## src/rtl/hub75_scan_ctrl.sv

```systemverilog
// HUB75 LED matrix scan controller: shifts one bit-plane per row pass
// from a double-buffered frame store and lights it for a BCM-weighted time.
module hub75_scan_ctrl #(
   parameter int COLS         = 32,
   parameter int ROW_ADDR_W   = 3,
   parameter int BITS         = 4,
   parameter int BASE_TICKS   = 8,
   parameter int BLANK_CYCLES = 2
) (
   input  logic                     clk,
   input  logic                     reset,
   input  logic                     en,
   input  logic                     swap_req,
   output logic                     swap_ack,
   output logic                     buf_sel,
   output logic                     rd_en,
   output logic [ROW_ADDR_W-1:0]    rd_row,
   output logic [$clog2(COLS)-1:0]  rd_col,
   input  logic [6*BITS-1:0]        rd_data,
   output logic                     r1,
   output logic                     g1,
   output logic                     b1,
   output logic                     r2,
   output logic                     g2,
   output logic                     b2,
   output logic [ROW_ADDR_W-1:0]    abc,
   output logic                     oclk,
   output logic                     lat,
   output logic                     oe,
   output logic                     frame_done
);

   localparam int COL_W = $clog2(COLS);
   localparam int PL_W  = (BITS > 1) ? $clog2(BITS) : 1;

   typedef enum logic [2:0] {
      S_IDLE,
      S_SHIFT,
      S_BLANK,
      S_LATCH,
      S_DISP
   } state_t;

   state_t                state, state_d;
   logic [ROW_ADDR_W-1:0] row, row_d;
   logic [PL_W-1:0]       plane, plane_d;
   logic [COL_W-1:0]      col, col_d;
   logic [1:0]            ph, ph_d;
   logic [15:0]           cnt, cnt_d;
   logic [15:0]           ticks;
   logic [5:0]            rgb, rgb_d, pix;
   logic [BITS-1:0]       fld [6];

   logic                  oe_d, lat_d, oclk_d, rd_en_d;
   logic                  frame_done_d, swap_ack_d, buf_sel_d;
   logic [ROW_ADDR_W-1:0] rd_row_d, abc_d;
   logic [COL_W-1:0]      rd_col_d;

   assign {r1, g1, b1, r2, g2, b2} = rgb;
   assign ticks = 16'(BASE_TICKS) << plane;

   // Field 5 is r_top (MSBs of rd_data), field 0 is b_bot.
   always_comb begin
      for (int k = 0; k < 6; k++) begin
         fld[k] = rd_data[k*BITS +: BITS];
         pix[k] = fld[k][plane];
      end
   end

   always_comb begin
      state_d      = state;
      row_d        = row;
      plane_d      = plane;
      col_d        = col;
      ph_d         = ph;
      cnt_d        = cnt;
      rgb_d        = rgb;
      buf_sel_d    = buf_sel;
      frame_done_d = 1'b0;
      swap_ack_d   = 1'b0;

      unique case (state)
         S_IDLE: begin
            if (en) begin
               state_d = S_SHIFT;
               row_d   = '0;
               plane_d = '0;
               col_d   = '0;
               ph_d    = '0;
            end
         end
         S_SHIFT: begin
            if (ph == 2'd1)
               rgb_d = pix;
            if (ph == 2'd2) begin
               ph_d = '0;
               if (col == COL_W'(COLS - 1)) begin
                  state_d = S_BLANK;
                  col_d   = '0;
                  cnt_d   = 16'(BLANK_CYCLES - 1);
               end else begin
                  col_d = col + COL_W'(1);
               end
            end else begin
               ph_d = ph + 2'd1;
            end
         end
         S_BLANK: begin
            if (cnt == '0)
               state_d = S_LATCH;
            else
               cnt_d = cnt - 16'd1;
         end
         S_LATCH: begin
            state_d = S_DISP;
            cnt_d   = ticks - 16'd1;
         end
         S_DISP: begin
            if (cnt != '0) begin
               cnt_d = cnt - 16'd1;
            end else if (plane != PL_W'(BITS - 1)) begin
               plane_d = plane + PL_W'(1);
               state_d = S_SHIFT;
            end else if (row != {ROW_ADDR_W{1'b1}}) begin
               plane_d = '0;
               row_d   = row + ROW_ADDR_W'(1);
               state_d = S_SHIFT;
            end else begin
               // Frame end: the only point where a buffer swap may land.
               plane_d      = '0;
               row_d        = '0;
               frame_done_d = 1'b1;
               if (swap_req) begin
                  buf_sel_d  = ~buf_sel;
                  swap_ack_d = 1'b1;
               end
               state_d = en ? S_SHIFT : S_IDLE;
            end
         end
         default: begin
            state_d = S_IDLE;
         end
      endcase

      oe_d     = (state_d != S_DISP);
      lat_d    = (state_d == S_LATCH);
      oclk_d   = (state_d == S_SHIFT) && (ph_d == 2'd2);
      rd_en_d  = (state_d == S_SHIFT) && (ph_d == 2'd0);
      rd_row_d = rd_en_d ? row_d : rd_row;
      rd_col_d = rd_en_d ? col_d : rd_col;
      abc_d    = lat_d ? row_d : abc;
   end

   always_ff @(posedge clk or negedge reset) begin
      if (!reset) begin
         state      <= S_IDLE;
         row        <= '0;
         plane      <= '0;
         col        <= '0;
         ph         <= '0;
         cnt        <= '0;
         rgb        <= '0;
         oe         <= 1'b1;
         lat        <= 1'b0;
         oclk       <= 1'b0;
         rd_en      <= 1'b0;
         rd_row     <= '0;
         rd_col     <= '0;
         abc        <= '0;
         buf_sel    <= 1'b0;
         swap_ack   <= 1'b0;
         frame_done <= 1'b0;
      end else begin
         state      <= state_d;
         row        <= row_d;
         plane      <= plane_d;
         col        <= col_d;
         ph         <= ph_d;
         cnt        <= cnt_d;
         rgb        <= rgb_d;
         oe         <= oe_d;
         lat        <= lat_d;
         oclk       <= oclk_d;
         rd_en      <= rd_en_d;
         rd_row     <= rd_row_d;
         rd_col     <= rd_col_d;
         abc        <= abc_d;
         buf_sel    <= buf_sel_d;
         swap_ack   <= swap_ack_d;
         frame_done <= frame_done_d;
      end
   end

endmodule

```

## config.mk

```make
export PLATFORM = sky130hd
export DESIGN_NAME = hub75_scan_ctrl
export DESIGN_NICKNAME = d
export VERILOG_FILES = /design/src/rtl/hub75_scan_ctrl.sv
export SDC_FILE = /design/constraint.sdc
export NUM_CORES = 1
export LEC_CHECK = 0
export ABC_AREA = 1
export BUFFER_PORTS_ARGS = -buffer_cell sky130_fd_sc_hd__buf_2
export CAP_MARGIN = 20
export CORE_ASPECT_RATIO = 0.6
export CORE_UTILIZATION = 60
export CTS_CLUSTER_DIAMETER = 60
export DETAILED_ROUTE_END_ITERATION = 7
export GPL_TIMING_DRIVEN = 1
export PLACE_DENSITY_LB_ADDON = 0.15
export SYNTH_ARGS = -nofsm -noshare
export SYNTH_HDL_FRONTEND = slang
export SYNTH_SLANG_ARGS = --single-unit
```

## constraint.sdc

```tcl
create_clock -name clk -period 4.4 [get_ports clk]
set_clock_uncertainty 0.1 [all_clocks]
set_input_delay 0.88 -clock clk [delete_from_list [all_inputs] [get_ports clk]]
set_output_delay 0.88 -clock clk [all_outputs]
set_load 0.01 [all_outputs]
```

==> results.sh, run 1 <==
export IMPL_status="complete, no violations"
export IMPL_grt_pass1_wl_mm=14.1
export IMPL_yosysSeqAreaShare=0.410
export IMPL_grt_setup_unrepaired="false"
export IMPL_drc_errors=0
export IMPL_finalHoldViolations=0
export IMPL_r2r_end="cnt[14]"
export IMPL_cp_slowest_cell="dfrtp_1"
export IMPL_critPathKind="reg2reg"
export IMPL_antenna_found_initial=0
export IMPL_syn_to_final_growth_pct=11.2
export IMPL_slew_headroom=0.641
export IMPL_grt_overflow=0
export IMPL_clock_path_buffers=2
export IMPL_ys_types=35
export IMPL_io_pins=52
export IMPL_syn_area_um2=3360
export IMPL_ant_nets=0
export IMPL_period_needed_ns=2.62
export IMPL_tns_ns=0
export IMPL_ff2ff_setup_slack_ns=1.78
export IMPL_seqCellArea_um2=1380
export IMPL_tightest_slew_ns=0.533
export IMPL_endpoint_kind="register"
export IMPL_die_w_um=98.7
export IMPL_grt_usage=0.318
export IMPL_cp_arrival_ns=2.72
export IMPL_setup_worst_path_start_class="register"
export IMPL_post_route_util=0.715
export IMPL_layout_commonest_cell="nand2_1"
export IMPL_cp_max_fo=13
export IMPL_r2r_start="state[1]"
export IMPL_clk_latency_ns=0.32
export IMPL_die_area_um2=5920
export IMPL_cpPeakStageDelay_ns=0.46
export IMPL_clkTransAtPathRegs_ns=0.10
export IMPL_crit_buf_inv=3
export IMPL_cts_tree="done"
export IMPL_final_layout_size_suffix_gt1_frac=0.194
export IMPL_fmax_ghz=0.382
export IMPL_drv_cap=0
export IMPL_irDropWorstVdd_mv=0.163
export IMPL_timing_critical_path_mode_cell="nand2_1"
export IMPL_slew_viol_final=0
export IMPL_num_rows=20
export IMPL_place_congestion=0.951
export IMPL_syn_num_nets=494
export IMPL_antenna_cells=0
export IMPL_synth_cells=457
export IMPL_core_area_um2=5230
export IMPL_start_util=0.643
export IMPL_wl_per_cell_um=14.7
export IMPL_via_count=3208
export IMPL_power_density_nw_per_um2=220
export IMPL_critical_path_cell_chain="clkinv_1 -> nand2_1 -> nand2_1 -> nand2_1 -> nor2_1 -> inv_1 -> ha_1 -> inv_1 -> a21oi_2 -> nand2_1 -> nor2_2 -> nand2_1 -> nand2_1 -> nand2_1 -> nand2_1 -> nand2_1"
export IMPL_root_buffer="clkbuf_8"
export IMPL_ys_ff_latch=55
export IMPL_finalSetupViolations=0
export IMPL_power_leakage_uw=0.00197
export IMPL_grt_pass1_vias=2870
export IMPL_startpoint="state[1]"
export IMPL_period_share=0.595
export IMPL_hold_path_class="reg2reg"
export IMPL_clock_sinks=55
export IMPL_post_cts_buffers=0
export IMPL_h_tree_depth=2
export IMPL_cts_repair_resized=0
export IMPL_hold_buffers=0
export IMPL_fp_dieH_um=60.0
export IMPL_mostFrequentLayoutCells="nand2_1, nor2_1, dfrtp_1"
export IMPL_hpwl_mm=6.48
export IMPL_initialDrtViolationCount=408
export IMPL_yosys_warnings=0
export IMPL_multi_input_area_um2=1710
export IMPL_synth_avg_cell_area_um2=7.36
export IMPL_portBuffers=51
export IMPL_num_nets_final=545
export IMPL_cp_depth=16
export IMPL_crit_family="simple AND/OR/NAND/NOR gates"
export IMPL_crit_required_ns=4.50
export IMPL_cts_inserted_buffers=5
export IMPL_grt_max_degree=34
export IMPL_nFillCells=428
export IMPL_viasPerCell=5.58
export IMPL_r2r_cells=16
export IMPL_crit_path_end="cnt[14]"
export IMPL_firstDrtPassIters=5
export IMPL_drt_wl_total_mm=8.47
==> per-layer routing <==
metal  wire (um)  global-route usage  part of all wire  vias to the layer above
met1        4160               0.493              0.49                     1450
li1            -                   -                 -                     1566
met2        3300               0.443              0.39                      175
met3         915              0.0819              0.11                       17
met4          93              0.0682             0.011                        0
met5           0                   0                 0                        -
==> stage by stage <==
step / hold WS (ns) / instances / setup WS, ns / total power, uW / instance area, um^2
CTS: 0.383 / 575 / 1.88 / 829 / 3740
global placement: 0.349 / 567 / 2.11 / 549 / 3650
detailed placement: 0.361 / 567 / 1.92 / 550 / 3650
floorplan: 0.349 / 457 / 2.35 / 524 / 3360
global route: 0.399 / 575 / 1.61 / 854 / 3740
finish: 0.374 / 575 / 1.78 / 823 / 3740
==> Yosys cell counts, drive strengths merged <==
cell    instances  area, um^2
a21oi           7        50.0
a31oi           7        58.8
buf             6        51.3
clkbuf          2        7.51
clkinv          2        7.51
dfrtp          54        1350
dfstp           1        26.3
ha              9         113
inv            56         210
nand2         140         566
nand3          42         233
nand3b          3        22.5
nand4          16         100
nor2           68         310
nor3            2        10.0
nor3b           1        7.51
o21ai          34         185
o22ai           2        12.5
or2             1        6.26
xnor2           1        8.76
xor2            3        26.3
==> final cells by class <==
cell class                      count  share of cell area
Timing Repair Buffer               52              0.0703
Clock inverter                      2             0.00468
Multi-Input combinational cell    336               0.457
Clock buffer                        6              0.0194
Sequential cell                    55               0.368
Inverter                           58              0.0582
Tap cell                           66              0.0221
==> where the power goes <==
group / switching (uW) / internal, uW / leakage [uW]
Combinational: 17.6 / 12.7 / 0.00127
Sequential: 1.38 / 508 / 0.000659
Clock: 167 / 116 / 0.0000458
Total: 186 / 636 / 0.00197
==> logic make-up after synthesis <==
| kind of cell | after synthesis | synth area share |
|---|---|---|
| AOI/OAI and AO/OA | 50 | 0.0911 |
| buffers and inverters | 66 | 0.0822 |
| DFF | 55 | 0.410 |
| and+or+nand+nor | 273 | 0.373 |
| adders and majority gates | 9 | 0.0335 |
| xor gates and xnor gates | 4 | 0.0104 |
==> sequential cells by signal, summed over array words and instances (netlist names) <==
register    count
swap_ack        1
rd_en           1
abc             3
rgb             6
lat             1
row             3
rd_row          3
oclk            1
plane           2
ph              2
oe              1
rd_col          5
state           3
cnt            16
col             5
frame_done      1
buf_sel         1
==> how the worst min path moves through the flow <==
stage	end	start	slack, ns	cells after the start
floorplan	cnt[14]	cnt[14]	0.35	2
global placement	rd_col[2]	rd_col[2]	0.35	2
detailed placement	rd_col[4]	rd_col[4]	0.36	2
CTS	buf_sel	buf_sel	0.38	1
global route	buf_sel	buf_sel	0.40	1
finish	buf_sel	buf_sel	0.37	1
Note: power is estimated with default switching activity, not from simulation.
==> inputs of run 2 (changes only) <==
Settings changed: ABC_AREA 1 to 0, CORE_UTILIZATION 60 to 56.
Clock period 4.4 ns to 2.5 ns, I/O delays scaled along.
==> run 2 against run 1 <==
Net effect: the flow now finishes with violations (setup timing); largest power group unchanged; clock power up 79%; combinational power grew 100%; register-to-register slack got worse by 1.9 ns; via count down 13%; non-clock buffer count up 62; cell count shrank 19%; first-iteration DRC count fell by 24%; sequential power is 76% higher; utilization is 6.8 points higher; total power up 78%.
==> results.sh, run 2 <==
export IMPL_root_buffer="clkbuf_8"
export IMPL_h_tree_depth=2
export IMPL_finalSetupViolations=12
export IMPL_yosysTopAreaCellShare=0.441
export IMPL_ys_types=54
export IMPL_io_pins=52
export IMPL_yosys_warnings=0
export IMPL_period_needed_ns=2.63
export IMPL_total_power_uw=1460
export IMPL_grt_overflow=0
export IMPL_firstDrtPassIters=5
export IMPL_initialDrtViolationCount=311
export IMPL_place_congestion=0.924
export IMPL_cts_tree="done"
export IMPL_hold_path_class="in2async"
export IMPL_synth_fa_ha_area_frac=0.0367
export IMPL_failed_checks="setup timing"
export IMPL_yosys_area_share_simple=0.184
export IMPL_grt_usage=0.286
export IMPL_clock_sinks=55
export IMPL_synth_xor_area_frac=0.0143
export IMPL_endpoint_kind="register"
export IMPL_synth_edff_count=0
export IMPL_syn_area_um2=3070
export IMPL_synth_cells=291
export IMPL_layout_commonest_cell="buf_4"
export IMPL_top_regs="cnt (16), rgb (6)"
export IMPL_ys_ff_latch=55
export IMPL_mostFrequentLayoutCells="buf_4, dfrtp_1, buf_2"
export IMPL_critical_path_cell_chain="or4_4 -> or4_4 -> o211ai_2 -> nor3b_2 -> buf_6 -> mux2_2"
export IMPL_synthMostInstantiatedCell="dfrtp_1"
export IMPL_status="finished with violations"
export IMPL_grt_pass1_vias=2535
export IMPL_cts_inserted_buffers=5
export IMPL_synth_compound_area_frac=0.156
export IMPL_r2r_cells=6
export IMPL_slew_viol_final=0
export IMPL_crit_required_ns=2.61
export IMPL_largest_register="cnt"
export IMPL_fp_dieH_um=59.3
export IMPL_post_route_util=0.783
export IMPL_r2r_start="cnt[1]"
export IMPL_wl_per_cell_um=17.2
export IMPL_fmax_ghz=0.380
export IMPL_grt_max_degree=25
export IMPL_clkTransAtPathRegs_ns=0.11
export IMPL_syn_to_final_growth_pct=31.7
export IMPL_clock_path_buffers=2
export IMPL_power_leakage_uw=0.00205
export IMPL_yosysSeqAreaShare=0.449
export IMPL_yosysTopAreaCell="dfrtp_1"
export IMPL_synth_top_family_by_area="simple AND/OR/NAND/NOR gates"
export IMPL_drv_cap=0
export IMPL_viasPerCell=6.01
export IMPL_grt_pass1_wl_mm=12.7
export IMPL_cp_arrival_ns=2.75
export IMPL_clk_latency_ns=0.31
export IMPL_via_count=2794
export IMPL_grt_setup_unrepaired="true"
export IMPL_hpwl_mm=6.11
export IMPL_drt_wl_total_mm=7.98
export IMPL_tightest_slew_ns=0.554
export IMPL_start_util=0.595
export IMPL_core_area_um2=5150
export IMPL_portBuffers=51
export IMPL_setup_ws_ns=-0.135
export IMPL_synthTopCellsByArea="dfrtp_1, mux2_2, mux4_2"
export IMPL_ant_nets=0
export IMPL_largest_register_ffs=16
export IMPL_num_nets_final=434
export IMPL_synthArstFlopShare=1.00
export IMPL_setup_worst_path_start_class="register"
export IMPL_critPathKind="reg2reg"
export IMPL_power_density_nw_per_um2=363
export IMPL_syn_num_nets=328
export IMPL_cp_max_fo=9
export IMPL_r2r_end="rd_col[3]"
export IMPL_die_w_um=97.5
export IMPL_die_area_um2=5780
export IMPL_irDropWorstVdd_mv=0.316
export IMPL_final_layout_size_suffix_gt1_frac=0.440
export IMPL_period_share=1.05
export IMPL_drc_errors=0
export IMPL_synthMuxAreaShare=0.123
export IMPL_finalHoldViolations=0
export IMPL_cp_slowest_cell="or4_4"
export IMPL_slew_headroom=0.628
export IMPL_ff2ff_setup_slack_ns=-0.13
export IMPL_num_rows=20
export IMPL_netlist_top_cells_count="dfrtp_1, nand2_1, mux2_2, nor2_1, a21oi_1"
export IMPL_antenna_found_initial=1
export IMPL_cpPeakStageDelay_ns=0.56
export IMPL_hold_buffers=0
export IMPL_synth_avg_cell_area_um2=10.5
export IMPL_synth_flop_cell="dfrtp_1"
export IMPL_timing_critical_path_mode_cell="or4_4"
export IMPL_nFillCells=346
[run 2: cell types whose count changed after synthesis, moves of 9 or more]
cell,delta
nand2_2,-10
nand4_1,-13
nor3_1,+9
nor2_1,-40
mux2_2,+18
o21ai_0,-16
a21oi_1,+12
nand2_1,-109
clkbuf_1,+9
inv_1,-43
nand3_1,-29
[run 2: kinds of logic after synthesis]
family | count (synthesis)
mux | 28
fa+ha+maj | 9
xor+xnor | 5
flops | 55
buf+inv | 25
simple gates | 101
compound gates | 68
[run 2: layout make-up]
cell class | instances | area (um^2) | share of cell area
antenna | 1 | 2.50 | 0.000620
clock buffer | 5 | 68.8 | 0.0170
clock inverter | 3 | 22.5 | 0.00558
inverter | 10 | 37.5 | 0.00930
multi-input combinational | 211 | 1690 | 0.418
sequential | 55 | 1380 | 0.341
tap | 66 | 82.6 | 0.0205
timing repair buffer | 114 | 756 | 0.187
[run 2: how the worst max path moves through the flow]
stage	start	end	slack [ns]	cells after the start
final	cnt[1]	rd_col[3]	-0.13	6
after global routing	cnt[1]	rd_row[2]	-0.20	6
after CTS	cnt[1]	rd_col[3]	-0.13	6
after detailed placement	cnt[11]	rd_row[0]	-0.15	6
after global placement	cnt[11]	rd_col[2]	-0.1	6
after floorplan	cnt[6]	rd_col[0]	-0.12	7
[run 2: repair_timing]
item | in CTS | in global routing
gates cloned | 0 | 0
pin swaps | 0 | 1
resized for setup | 11 | 18
setup endpoints to repair | 15 | 22
setup buffers | 0 | 5
hold endpoints to repair | 0 | 0
[run 2: power by group]
| part | total, uW | internal (uW) | switching, uW |
|---|---|---|---|
| Sequential | 896 | 894 | 2.05 |
| Combinational | 60.9 | 31.3 | 29.5 |
| Clock | 507 | 203 | 303 |
[run 2: critical path, delay by kind of cell (launching register included)]
| family | cells | cell delay (ns) |
|---|---|---|
| compound gates | 1 | 0.19 |
| buf+inv | 1 | 0.18 |
| flops | 1 | 0.40 |
| mux | 1 | 0.34 |
| simple gates | 3 | 1.33 |
[run 2: through the flow]
step	instance area [um^2]	setup TNS [ns]	worst slack, ns	std cells	hold slack, ns
floorplan	3100	-0.896	-0.116	291	0.104
global placement	3790	-0.964	-0.0958	451	0.352
detailed placement	3790	-1.34	-0.149	451	0.368
CTS	3930	-0.977	-0.133	459	0.0707
global route	4030	-2.01	-0.198	464	0.0947
finish	4040	-1.24	-0.135	465	0.0562
[run 2: layer usage]
layer	routed length (um)	part of all wire	track usage	vias up
met5	0	0	0	-
met4	29	0.0036	0.0441	0
met3	733	0.092	0.0566	6
met2	3280	0.41	0.410	123
met1	3930	0.49	0.455	1353
li1	-	-	-	1312
==> inputs of run 3 (changes only) <==
Settings changed: CORE_UTILIZATION 56 to 51, GPL_TIMING_DRIVEN 1 to 0.
Clock period 2.5 ns to 2.11 ns, I/O delays scaled along.
==> run 3 against run 2 <==
Net effect: the flow finishes with violations (hold timing, setup timing); combinational power up 22%; via count up 5.3%; register-to-register slack got worse by 0.49 ns; sequential power increased by 18%; worst setup slack got worse by 0.49 ns; hold slack got worse by 0.074 ns; clock power up 30%; cell count stayed put; total power is 23% higher; largest cell class unchanged; largest power group unchanged; highest routed layer unchanged.
==> results.sh, run 3 (same netlist as run 2, synthesis figures left out) <==
export IMPL_status="finished with violations"
export IMPL_failed_checks="hold timing, setup timing"
export IMPL_drt_wl_total_mm=9.19
export IMPL_final_layout_size_suffix_gt1_frac=0.483
export IMPL_period_share=1.30
export IMPL_clock_sinks=55
export IMPL_fmax_ghz=0.366
export IMPL_layout_commonest_cell="buf_2"
export IMPL_drc_errors=0
export IMPL_tightest_slew_ns=0.686
export IMPL_fp_dieH_um=62.1
export IMPL_ant_nets=0
export IMPL_clkTransAtPathRegs_ns=0.10
export IMPL_antenna_cells=0
export IMPL_grt_setup_unrepaired="true"
export IMPL_cp_max_fo=5
export IMPL_cp_slowest_cell="or4_4"
export IMPL_cpPeakStageDelay_ns=0.57
export IMPL_core_area_um2=5680
export IMPL_largest_register="cnt"
export IMPL_die_w_um=102
export IMPL_irDropWorstVdd_mv=0.256
export IMPL_r2r_cells=6
export IMPL_cts_inserted_buffers=5
export IMPL_portBuffers=51
export IMPL_mostFrequentLayoutCells="buf_2, dfrtp_1, buf_4"
export IMPL_hpwl_mm=5.35
export IMPL_crit_buf_inv=1
export IMPL_tns_ns=-18.36
export IMPL_largest_register_ffs=16
export IMPL_crit_family="simple AND/OR/NAND/NOR gates"
export IMPL_critPathKind="reg2reg"
export IMPL_h_tree_depth=2
export IMPL_top_regs="cnt (16), rgb (6)"
export IMPL_clk_latency_ns=0.32
export IMPL_crit_required_ns=2.21
export IMPL_cp_arrival_ns=2.84
export IMPL_setup_worst_path_start_class="register"
export IMPL_grt_pass1_wl_mm=13.3
export IMPL_post_route_util=0.744
export IMPL_die_area_um2=6340
export IMPL_grt_overflow=0
export IMPL_viasPerCell=6.33
export IMPL_start_util=0.540
export IMPL_grt_usage=0.282
export IMPL_period_needed_ns=2.74
export IMPL_seqCellArea_um2=1380
export IMPL_power_leakage_uw=0.00200
export IMPL_finalHoldViolations=21
export IMPL_io_pins=52
export IMPL_power_density_nw_per_um2=425
export IMPL_setup_ws_ns=-0.625
export IMPL_num_rows=21
export IMPL_grt_pass1_vias=2624
export IMPL_firstDrtPassIters=5
export IMPL_place_congestion=0.901
export IMPL_slew_headroom=0.537
export IMPL_cp_depth=6
export IMPL_multi_input_area_um2=1920
export IMPL_via_count=2943
export IMPL_timing_critical_path_mode_cell="or4_4"
export IMPL_timing_hold_ws_ns=-0.0183
export IMPL_critical_path_cell_chain="or4_4 -> or4_4 -> o211ai_4 -> nor3b_4 -> buf_6 -> mux2_4"
export IMPL_root_buffer="clkbuf_8"
export IMPL_drv_cap=0
export IMPL_grt_max_degree=34
export IMPL_finalSetupViolations=41
export IMPL_initialDrtViolationCount=252
export IMPL_syn_to_final_growth_pct=37.8
export IMPL_hold_path_class="in2async"
export IMPL_cts_tree="done"
export IMPL_endpoint_kind="register"
export IMPL_place_ws_ns=-0.760
export IMPL_antenna_found_initial=0
export IMPL_num_nets_final=421
export IMPL_clock_path_buffers=2
export IMPL_wl_per_cell_um=19.8
export IMPL_nFillCells=387
export IMPL_slew_viol_final=0
run 3: final timing paths:
path	slack, ns	to	from
min	-0.02	rd_col[4]	reset
max	-0.63	rd_row[1]	cnt[12]
min reg2reg	0.37	buf_sel	buf_sel
max in group asynchronous	1.35	cnt[3]	reset
max reg2reg	-0.63	rd_row[1]	cnt[12]
min in group clk	0.33	swap_ack	swap_req
run 3: timing repair:
item,in CTS,in global routing
endpoints found under the setup margin,48,49
pin swaps,15,11
buffers inserted,27,11
gates resized for setup,56,37
hold buffers,0,0
gates cloned,2,0
run 3: report_power, final:
part	internal [uW]	switching, uW	total [uW]
registers	1060	2.90	1060
clock network	301	358	659
logic	38.5	35.6	74.0
total	1400	397	1800
run 3: area by class of cell:
type / instances / share of cell area
plain buffers: 10 / 0.0166
clock buffers: 8 / 0.0237
inverters: 10 / 0.00888
multi-input cells: 211 / 0.455
flip-flops and latches: 55 / 0.327
well taps: 80 / 0.0237
repair buffers: 91 / 0.145
run 3: per-stage QoR:
step	total power (uW)	hold slack, ns	cell area [um^2]	std cells
6_report	1800	-0.0183	4230	465
5_1_grt	1850	0.0212	4230	465
4_1_cts	1790	0.000888	4030	456
3_5_place_dp	1160	0.344	3520	423
3_3_place_gp	1150	0.352	3500	422
2_1_floorplan	1100	0.0264	3150	291
run 3: routing by layer:
layer / vias to the layer above / GRT usage / share of wire
met1: 1449 / 0.429 / 0.46
met3: 26 / 0.0727 / 0.088
met2: 190 / 0.390 / 0.43
met4: 0 / 0.0857 / 0.022
met5: - / 0 / 0
li1: 1278 / - / -
